===== src/rtl/cnn_class_argmax.sv =====
// -----------------------------------------------------------------------------
// cnn_class_argmax
//
// Argmax over one frame of IEEE-754 single-precision class scores coming out
// of the CNN core. A frame is N_CLASS consecutive valid beats. The largest
// score is tracked beat by beat with a single integer comparator, and a
// one-cycle result is produced after the frame ends.
//
// A frame that stops early (in_valid drops before N_CLASS beats) is reported
// as an error: out_err=1 with out_class/out_max forced to 0.
//
// Ordering used by the comparator (no floating-point hardware):
//   NaN < -Inf < negatives < zero < positives < +Inf
//   +0, -0 and all denormals are equal (denormals are treated as zero);
//   any two NaNs are equal. Ties keep the earlier beat.
//
// Ports:
//   clk        system clock, all state on the rising edge
//   rst_n      asynchronous active-low reset
//   in_valid   score beat valid (CNN out_valid)
//   in_data    score beat, IEEE-754 single bit pattern (CNN out)
//   out_valid  one-cycle result strobe
//   out_class  0-based beat index of the winning score
//   out_max    original bit pattern of the winning score
//   out_err    frame ended with fewer than N_CLASS beats
//
// All result outputs read 0 whenever out_valid is 0.
// -----------------------------------------------------------------------------
module cnn_class_argmax #(
  parameter int N_CLASS = 3,   // beats per frame, legal 2..4
  parameter int DATA_W  = 32   // fixed IEEE-754 single width
) (
  input  logic              clk,
  input  logic              rst_n,
  input  logic              in_valid,
  input  logic [DATA_W-1:0] in_data,
  output logic              out_valid,
  output logic [1:0]        out_class,
  output logic [DATA_W-1:0] out_max,
  output logic              out_err
);

  // Beat count value at which the incoming beat is the last one of a frame.
  localparam logic [2:0] LAST_CNT = 3'(N_CLASS - 1);

  typedef enum logic [1:0] {
    S_IDLE,
    S_COLLECT,
    S_OUT
  } state_t;

  state_t            state;
  state_t            state_nxt;
  logic [2:0]        cnt;        // beats received in the current frame
  logic [DATA_W-1:0] best_val;   // running maximum, original bit pattern
  logic [1:0]        best_idx;   // beat index of best_val
  logic              err_q;      // result held in S_OUT is a short frame
  logic              replace;    // in_data is strictly greater than best_val

  // ---------------------------------------------------------------------------
  // Score comparator: returns 1 when a is strictly greater than b.
  // Non-NaN values are ordered sign-magnitude; zeros and denormals collapse
  // to a single magnitude-0 point with no sign, so +0/-0/denormals tie.
  // ---------------------------------------------------------------------------
  function automatic logic score_gt(input logic [31:0] a, input logic [31:0] b);
    logic        a_nan, b_nan;
    logic        a_zero, b_zero;
    logic        a_neg, b_neg;
    logic [30:0] a_mag, b_mag;
    logic        gt;

    a_nan  = (a[30:23] == 8'hFF) && (a[22:0] != 23'd0);
    b_nan  = (b[30:23] == 8'hFF) && (b[22:0] != 23'd0);
    a_zero = (a[30:23] == 8'h00);
    b_zero = (b[30:23] == 8'h00);
    a_neg  = a[31] && !a_zero;
    b_neg  = b[31] && !b_zero;
    a_mag  = a_zero ? 31'd0 : a[30:0];
    b_mag  = b_zero ? 31'd0 : b[30:0];

    if (a_nan) begin
      gt = 1'b0;                       // NaN is never greater than anything
    end else if (b_nan) begin
      gt = 1'b1;                       // any number beats NaN
    end else if (a_neg != b_neg) begin
      gt = b_neg;                      // non-negative beats negative
    end else if (a_neg) begin
      gt = (a_mag < b_mag);            // both negative: smaller magnitude wins
    end else begin
      gt = (a_mag > b_mag);            // both non-negative
    end
    return gt;
  endfunction

  assign replace = score_gt(in_data, best_val);

  // ---------------------------------------------------------------------------
  // State register
  // ---------------------------------------------------------------------------
  // NOTE: sequential state is updated with non-blocking assignments so every
  // flop samples the pre-edge values, independent of statement order.
  always_ff @(posedge clk or negedge rst_n) begin
    if (!rst_n) begin
      state <= S_IDLE;
    end else begin
      state <= state_nxt;
    end
  end

  // ---------------------------------------------------------------------------
  // Next-state logic
  // ---------------------------------------------------------------------------
  // NOTE: state_nxt gets a default before the case so no path leaves it
  // unassigned, which would otherwise infer a latch.
  always_comb begin
    state_nxt = state;
    case (state)
      S_IDLE: begin
        if (in_valid) state_nxt = S_COLLECT;
      end
      S_COLLECT: begin
        if (!in_valid) begin
          state_nxt = S_OUT;             // short frame
        end else if (cnt == LAST_CNT) begin
          state_nxt = S_OUT;             // last beat of a full frame
        end
      end
      S_OUT: begin
        // A beat arriving while the result is shown starts the next frame.
        state_nxt = in_valid ? S_COLLECT : S_IDLE;
      end
      default: state_nxt = S_IDLE;
    endcase
  end

  // ---------------------------------------------------------------------------
  // Frame datapath: beat counter, running best and error flag.
  // While in S_OUT the best registers still hold the finished frame; they are
  // only overwritten at the edge that leaves S_OUT, so the result shown during
  // S_OUT is never disturbed by a back-to-back beat 0.
  // ---------------------------------------------------------------------------
  always_ff @(posedge clk or negedge rst_n) begin
    if (!rst_n) begin
      cnt      <= 3'd0;
      best_val <= '0;
      best_idx <= 2'd0;
      err_q    <= 1'b0;
    end else begin
      case (state)
        S_IDLE, S_OUT: begin
          if (in_valid) begin
            best_val <= in_data;
            best_idx <= 2'd0;
            cnt      <= 3'd1;
          end else begin
            cnt      <= 3'd0;
          end
        end
        S_COLLECT: begin
          if (in_valid) begin
            if (replace) begin
              best_val <= in_data;
              best_idx <= cnt[1:0];
            end
            cnt   <= cnt + 3'd1;
            err_q <= 1'b0;
          end else begin
            err_q <= 1'b1;
          end
        end
        default: begin
          cnt   <= 3'd0;
          err_q <= 1'b0;
        end
      endcase
    end
  end

  // ---------------------------------------------------------------------------
  // Outputs: decoded from registered state, so they are glitch-free and drop
  // to 0 as soon as reset is asserted.
  // ---------------------------------------------------------------------------
  assign out_valid = (state == S_OUT);
  assign out_err   = out_valid && err_q;
  assign out_class = (out_valid && !err_q) ? best_idx : 2'd0;
  assign out_max   = (out_valid && !err_q) ? best_val : '0;

endmodule


===== config.mk =====
export PLATFORM = sky130hd
export DESIGN_NAME = cnn_class_argmax
export DESIGN_NICKNAME = d
export VERILOG_FILES = /design/src/rtl/cnn_class_argmax.sv
export SDC_FILE = /design/constraint.sdc
export NUM_CORES = 1
export LEC_CHECK = 0
export ABC_CLOCK_PERIOD_IN_PS = 5000
export CORE_ASPECT_RATIO = 1.2
export CORE_MARGIN = 5
export CORE_UTILIZATION = 45
export CTS_CLUSTER_DIAMETER = 150
export DETAILED_ROUTE_END_ITERATION = 7
export MAX_ROUTING_LAYER = met4
export PLACE_DENSITY = 0.73
export SLEW_MARGIN = 20
export SYNTH_ARGS = -nofsm -noshare
export SYNTH_HDL_FRONTEND = slang
export SYNTH_SLANG_ARGS = --single-unit
export TNS_END_PERCENT = 10

===== constraint.sdc =====
create_clock -name clk -period 5 [get_ports clk]
set_input_delay 0.5 -clock clk [delete_from_list [all_inputs] [get_ports clk]]
set_output_delay 0.5 -clock clk [all_outputs]
set_load 0.005 [all_outputs]

# [Yosys cells after proc, flatten, opt, wreduce, memory -nomap -nowiden]
# Cells that the tools add are included.
# W data, S select, Z words.
[word_totals] register_bits=40 input_bits=35 out_inout_bits=36 word_cells=63
[op_classes] n_addsub=1 n_lt_le_gt_ge=2 eq_ne=11 mux=26 reduce_logical=18
[ops] op="$mux W32" count=4
[ops] op="$pmux W32 S2" count=1
[ops] op="$mux W31" count=2
[ops] op="$reduce_bool A23 Y1" count=2
[ops] op="$gt A31 B31 Y1" count=1
[ops] op="$lt A31 B31 Y1" count=1
[ops] op="$eq A8 B8 Y1 const B" count=2
[ops] op="$logic_not A8 Y1" count=2
[ops] op="$mux W2" count=7
[ops] op="$ne A2 B2 Y1 const B" count=4
[ops] op="$mux W1" count=7
[ops] op="$logic_and A1 B1 Y1" count=6
[ops] op="$pmux W2 S3" count=1
[ops] op="$pmux W3 S2" count=1
[ops] op="$pmux W2 S2" count=1
[ops] op="$reduce_and A4 Y1" count=1
[ops] op="$add A3 B1 Y3 const B" count=1
[ops] op="$eq A3 B2 Y1 const B" count=1
[ops] op="$logic_not A1 Y1" count=3
[ops] op="$mux W3" count=1
[ops] op="$ne A3 B3 Y1 const B" count=1
[ops] op="$eq A2 B1 Y1 const B" count=1
[ops] op="$eq A2 B2 Y1 const B" count=1
[ops] op="$logic_not A2 Y1" count=1
[ops] op="5 further kinds" count=5

# [Longest topological paths before layout]
[logic_depth] ltp_word=10 mapped_depth=13 mapped_depth_nobuf=11

# [Worst setup path before layout]
# OpenSTA, ideal clock, no wires.
[synth_timing] path_kind="input to register" from="input in_data[23]" to="register best_idx[0]" setup_time_ns=0.125 t_arrival_ns=3.370 required_ns=4.875 setup_slack_ns=1.504 cell_stages=13 path_buffers=2 path_cell_list="nor4_1 -> nand2_1 -> clkbuf_1 -> and2_1 -> ha_1 -> a21oi_1 -> o21ai_1 -> a221oi_2 -> o21ai_1 -> a32o_1 -> o311ai_4 -> buf_8 -> mux2_4"
[synth_via] elab_chain_len=9 elab_cells_between_ends=15 cone_classes="order compare (2); eq/ne (3); mux (5); reduce/logical (5)"
[synth_rtl] item="start: declaration" line_no="36" rtl="input logic [DATA_W-1:0] in_data,"
[synth_rtl] item="$logic_not A8 Y1" line_no="74" rtl="a_zero = (a[30:23] == 8'h00);"
[synth_rtl] item="$mux W31 / $logic_not A1 Y1 (equally long branches)" line_no="78, 76"
[synth_rtl] item="$gt A31 B31 Y1, or another cell as far along" line_no="90" rtl="gt = (a_mag > b_mag);"
[synth_rtl] item="$mux W1 / $ne A1 B1 Y1 (equally long branches)" line_no="87, 85"
[synth_rtl] item="$mux W1" line_no="85" rtl="end else if (a_neg != b_neg) begin"
[synth_rtl] item="$mux W1" line_no="83" rtl="end else if (b_nan) begin"
[synth_rtl] item="$mux W1 (*)" line_no="81" rtl="if (a_nan) begin"
[synth_rtl] item="$ne A2 B2 Y1 (no line) (*)"
[synth_rtl] item="$reduce_and A4 Y1 (no line) (*)"
[synth_rtl] item="end signal: assignment" line_no="163" rtl="best_idx <= cnt[1:0];"
[synth_rtl] item="end: declaration" line_no="56" rtl="logic [1:0] best_idx;"
# Every way passes the cells marked *; elsewhere a longest branch is shown, timed or not.
# A chain may end at the register's enable or synchronous reset.

# [Final worst setup path]
[layout_timing] from="input in_data[23]" to="register best_val[29]"
[layout_via] elab_chain_len=9 elab_cells_between_ends=15 cone_classes="order compare (2); eq/ne (3); mux (5); reduce/logical (5)"
[layout_rtl] item="$logic_not A8 Y1" line_no="74"
[layout_rtl] item="$mux W31 / $logic_not A1 Y1 (equally long branches)" line_no="78, 76"
[layout_rtl] item="$gt A31 B31 Y1, or another cell as far along" line_no="90"
[layout_rtl] item="$mux W1 / $ne A1 B1 Y1 (equally long branches)" line_no="87, 85"
[layout_rtl] item="$mux W1" line_no="85"
[layout_rtl] item="$mux W1" line_no="83"
[layout_rtl] item="$mux W1 (*)" line_no="81"
[layout_rtl] item="$ne A2 B2 Y1 (no line) (*)"
[layout_rtl] item="$reduce_and A4 Y1 (no line) (*)"
[layout_rtl] item="end signal: assignment" line_no="152" rtl="best_val <= in_data;"
[layout_rtl] item="end signal: assignment" line_no="162" rtl="best_val <= in_data;"
[layout_rtl] item="end: declaration" line_no="55" rtl="logic [DATA_W-1:0] best_val;"
# Marked as above.

==> out/summary.txt <==
Net Count, Synth: 394
Final GP Congestion: 0.854
Period utilization: 84.0%
Total Routing Usage GR: 20.1%
Slew at the pin closest to its max-slew limit: 901 ps
Post_cts resized: 0
Critical path depth: 13
Synth Register Bits: 40
Critical Path RT: 5180 ps
Unique masters post-synth: 39
Vias in the first global route: 2786
R2R Setup Slk: 1100 ps
Fin cells: 471
Post-route ant nets: 0
Setup violators final: 0
Grt ovf: 0
Layout area overhead: 25.0%
Slowest cell on the critical path: clkdlybuf4s50_1
Pin count of the biggest net entering global routing: 41
WS Path Type: in2reg
Post-Layout Inst Area: 3960 um^2
Inserted Clock Buffers: 5
Slew HR: 39.9%
I/O Pins: 71
Top cells by count, synth: dfrtp_1, nand2_1, and3_1
Sequential-to-total area share from yosys stat: 31.6%
Int Pwr: 0.820 mW
First-pass GRT wire length: 13700 um
# rows: 33
Clk pwr share: 16.6%
Worst setup SP type: primary input
Max incr delay on CP: 470 ps
Worst hold path type: in2async
Die width: 86.6 um
Initial antenna violation count: 0
Combinational share of power: 43.5%
Die area: 8820 um^2
Ranking of synthesized cells by area: dfrtp_1, mux2_4, ha_1
Clk slew on worst S/H paths: 80 ps
Via Count: 2676
CTS root buffer: clkbuf_8
WL final: 8340 um
Final #Nets: 451
Synth Flop Type: dfrtp_1
Die Y: 102 um
Post-route minimum period: 4200 ps
CTS tree: done
Clock Skew: 10.3 ps
Dpl cell area: 3860 um^2
Switch share: 37.3%
Setup TNS: 0 ps
Max IR drop VDD: 0.140 mV
CTS Sinks: 40
Max Slew Vio Count: 0
CORE AREA: 6850 um^2
Worst reg2reg path endpoint: best_val[29]
Post-synth EDFFs: 0
Mean Syn Cell Area: 9.71 um^2
DRT iter0 DRCs: 148
Syn Std Cell Area: 3160 um^2
Crit path max-delay family: simple AND/OR/NAND/NOR gates
Vias per cell: 5.68
Residual DRC: 0
Post-CTS Hold Buffers: 0
Fraction of registers with async set/reset: 100%
CTS Buffer Depth: 2
Placed Cells incl. Taps: 463
Worst skew pair latency: 300 ps
Initial core utilization: 46.2%
Setup ws final: 800 ps
Place WS: 508 ps
RSZ-0062 raised after global routing: no
Count leader, synth: dfrtp_1
Status: finished, final reports clean
Layout cells sized above 1: 13.8%
Hold Violations, Final: 0
Power per Cell Area: 331 nW/um^2
RR Startpoint: best_val[30]
Max_cap viols: 0
Crit path from: in_data[23]
Post-CTS Setup Inserts: 0
P_leak: 1.89 nW
Worst Setup End Kind: register
Net Switching: 0.488 mW
Final Core Density: 57.7%
F_max: 238 MHz
Dpl hpwl: 6300 um
Fraction of power consumed by sequential logic: 39.9%
Diodes inserted: 0
Crit path max fanout: 25
Cell count after synthesis: 326
CP arrival: 4380 ps
Crit path top cell by count: nand2_1
Critical path endpoint: best_val[29]
Wirelength per Cell: 17.7 um
Bufs and invs on worst path: 2
Pre-antenna DRT Iters: 4
Share of the synthesized area in the top cell type: 31.6%
Worst-case reg-to-reg path depth: 12
Ys Warns: 0
Htree depth: 2
Largest area contributor in the netlist: dfrtp_1
Cell Chain, Critical Path: clkdlybuf4s50_1 -> nor4_1 -> nand2_1 -> and2_1 -> ha_1 -> a21oi_1 -> nand2_1 -> a221oi_1 -> o31ai_1 -> a32o_1 -> o311ai_4 -> buf_4 -> mux2_4
PortBufs: 70
==> worst min path at each step <==
stage                        endpoint   startpoint  cells past startpoint
after floorplan           best_idx[0]        rst_n                      0
after global placement         cnt[0]     state[1]                      1
after detailed placement  best_idx[0]  best_idx[0]                      1
after CTS                 best_val[0]        rst_n                      1
after global routing      best_val[2]        rst_n                      1
final                     best_val[2]        rst_n                      1
==> layout by cell type (no fill, tap or decap), types with 2 or more instances in the layout <==
master	Yosys	routed
mux2_2	4	4
clkbuf_8	0	5
nand2b_1	4	4
dfrtp_1	40	40
clkinv_2	0	2
mux2_4	30	30
a221oi_2	2	2
nor3_1	4	4
nand4_1	13	13
nand3_1	4	4
nor4_1	16	16
buf_4	0	2
o21ai_1	4	4
nor2_1	7	7
ha_1	33	33
and2_1	24	24
and3_1	35	35
nand2_1	36	36
a21oi_1	13	13
inv_1	13	13
o21ai_0	3	3
clkdlybuf4s50_1	0	69
==> area by class of cell <==
class / count / area [um^2]
clock buffers: 5 / 68.8
clock inverters: 3 / 18.8
fillers: 634 / 2900
inverters: 13 / 48.8
multi-input cells: 251 / 2000
flip-flops and latches: 40 / 1000
well taps: 87 / 109
repair buffers: 72 / 711
==> state kept, by name (all words and copies together) (netlist names) <==
name      flops
best_val     32
cnt           3
best_idx      2
state         2
err_q         1
==> cells by family after synthesis <==
group / after synthesis / share of synthesized area (%)
and+or+nand+nor: 150 / 26.4
DFF: 40 / 31.6
buffers and inverters: 35 / 5.46
muxes: 35 / 16.0
adders and majority gates: 33 / 13.0
AOI/OAI and AO/OA: 32 / 7.24
xor gates and xnor gates: 1 / 0.277
==> stage by stage <==
stage | power (mW) | hold WS [ps]
after floorplan | 0.916 | 204
after global placement | 1.07 | 502
after detailed placement | 1.10 | 493
after CTS | 1.32 | 355
after global routing | 1.41 | 418
final | 1.31 | 326
==> metal layers <==
layer | GRT usage (%) | wire, um
met5 | - | 0
met4 | 5.04 | 97
met3 | 3.39 | 419
met2 | 33.5 | 4030
met1 | 25.4 | 3790
==> power groups by stage <==
stage                     registers [mW]  logic, mW  clock network (mW)
after floorplan                    0.482      0.434                   0
after global placement             0.525      0.548                   0
after detailed placement           0.528      0.568                   0
after CTS                          0.521      0.573               0.222
after global routing               0.538      0.635               0.236
final                              0.522      0.568               0.217
Power figures use the tool's default switching activity.
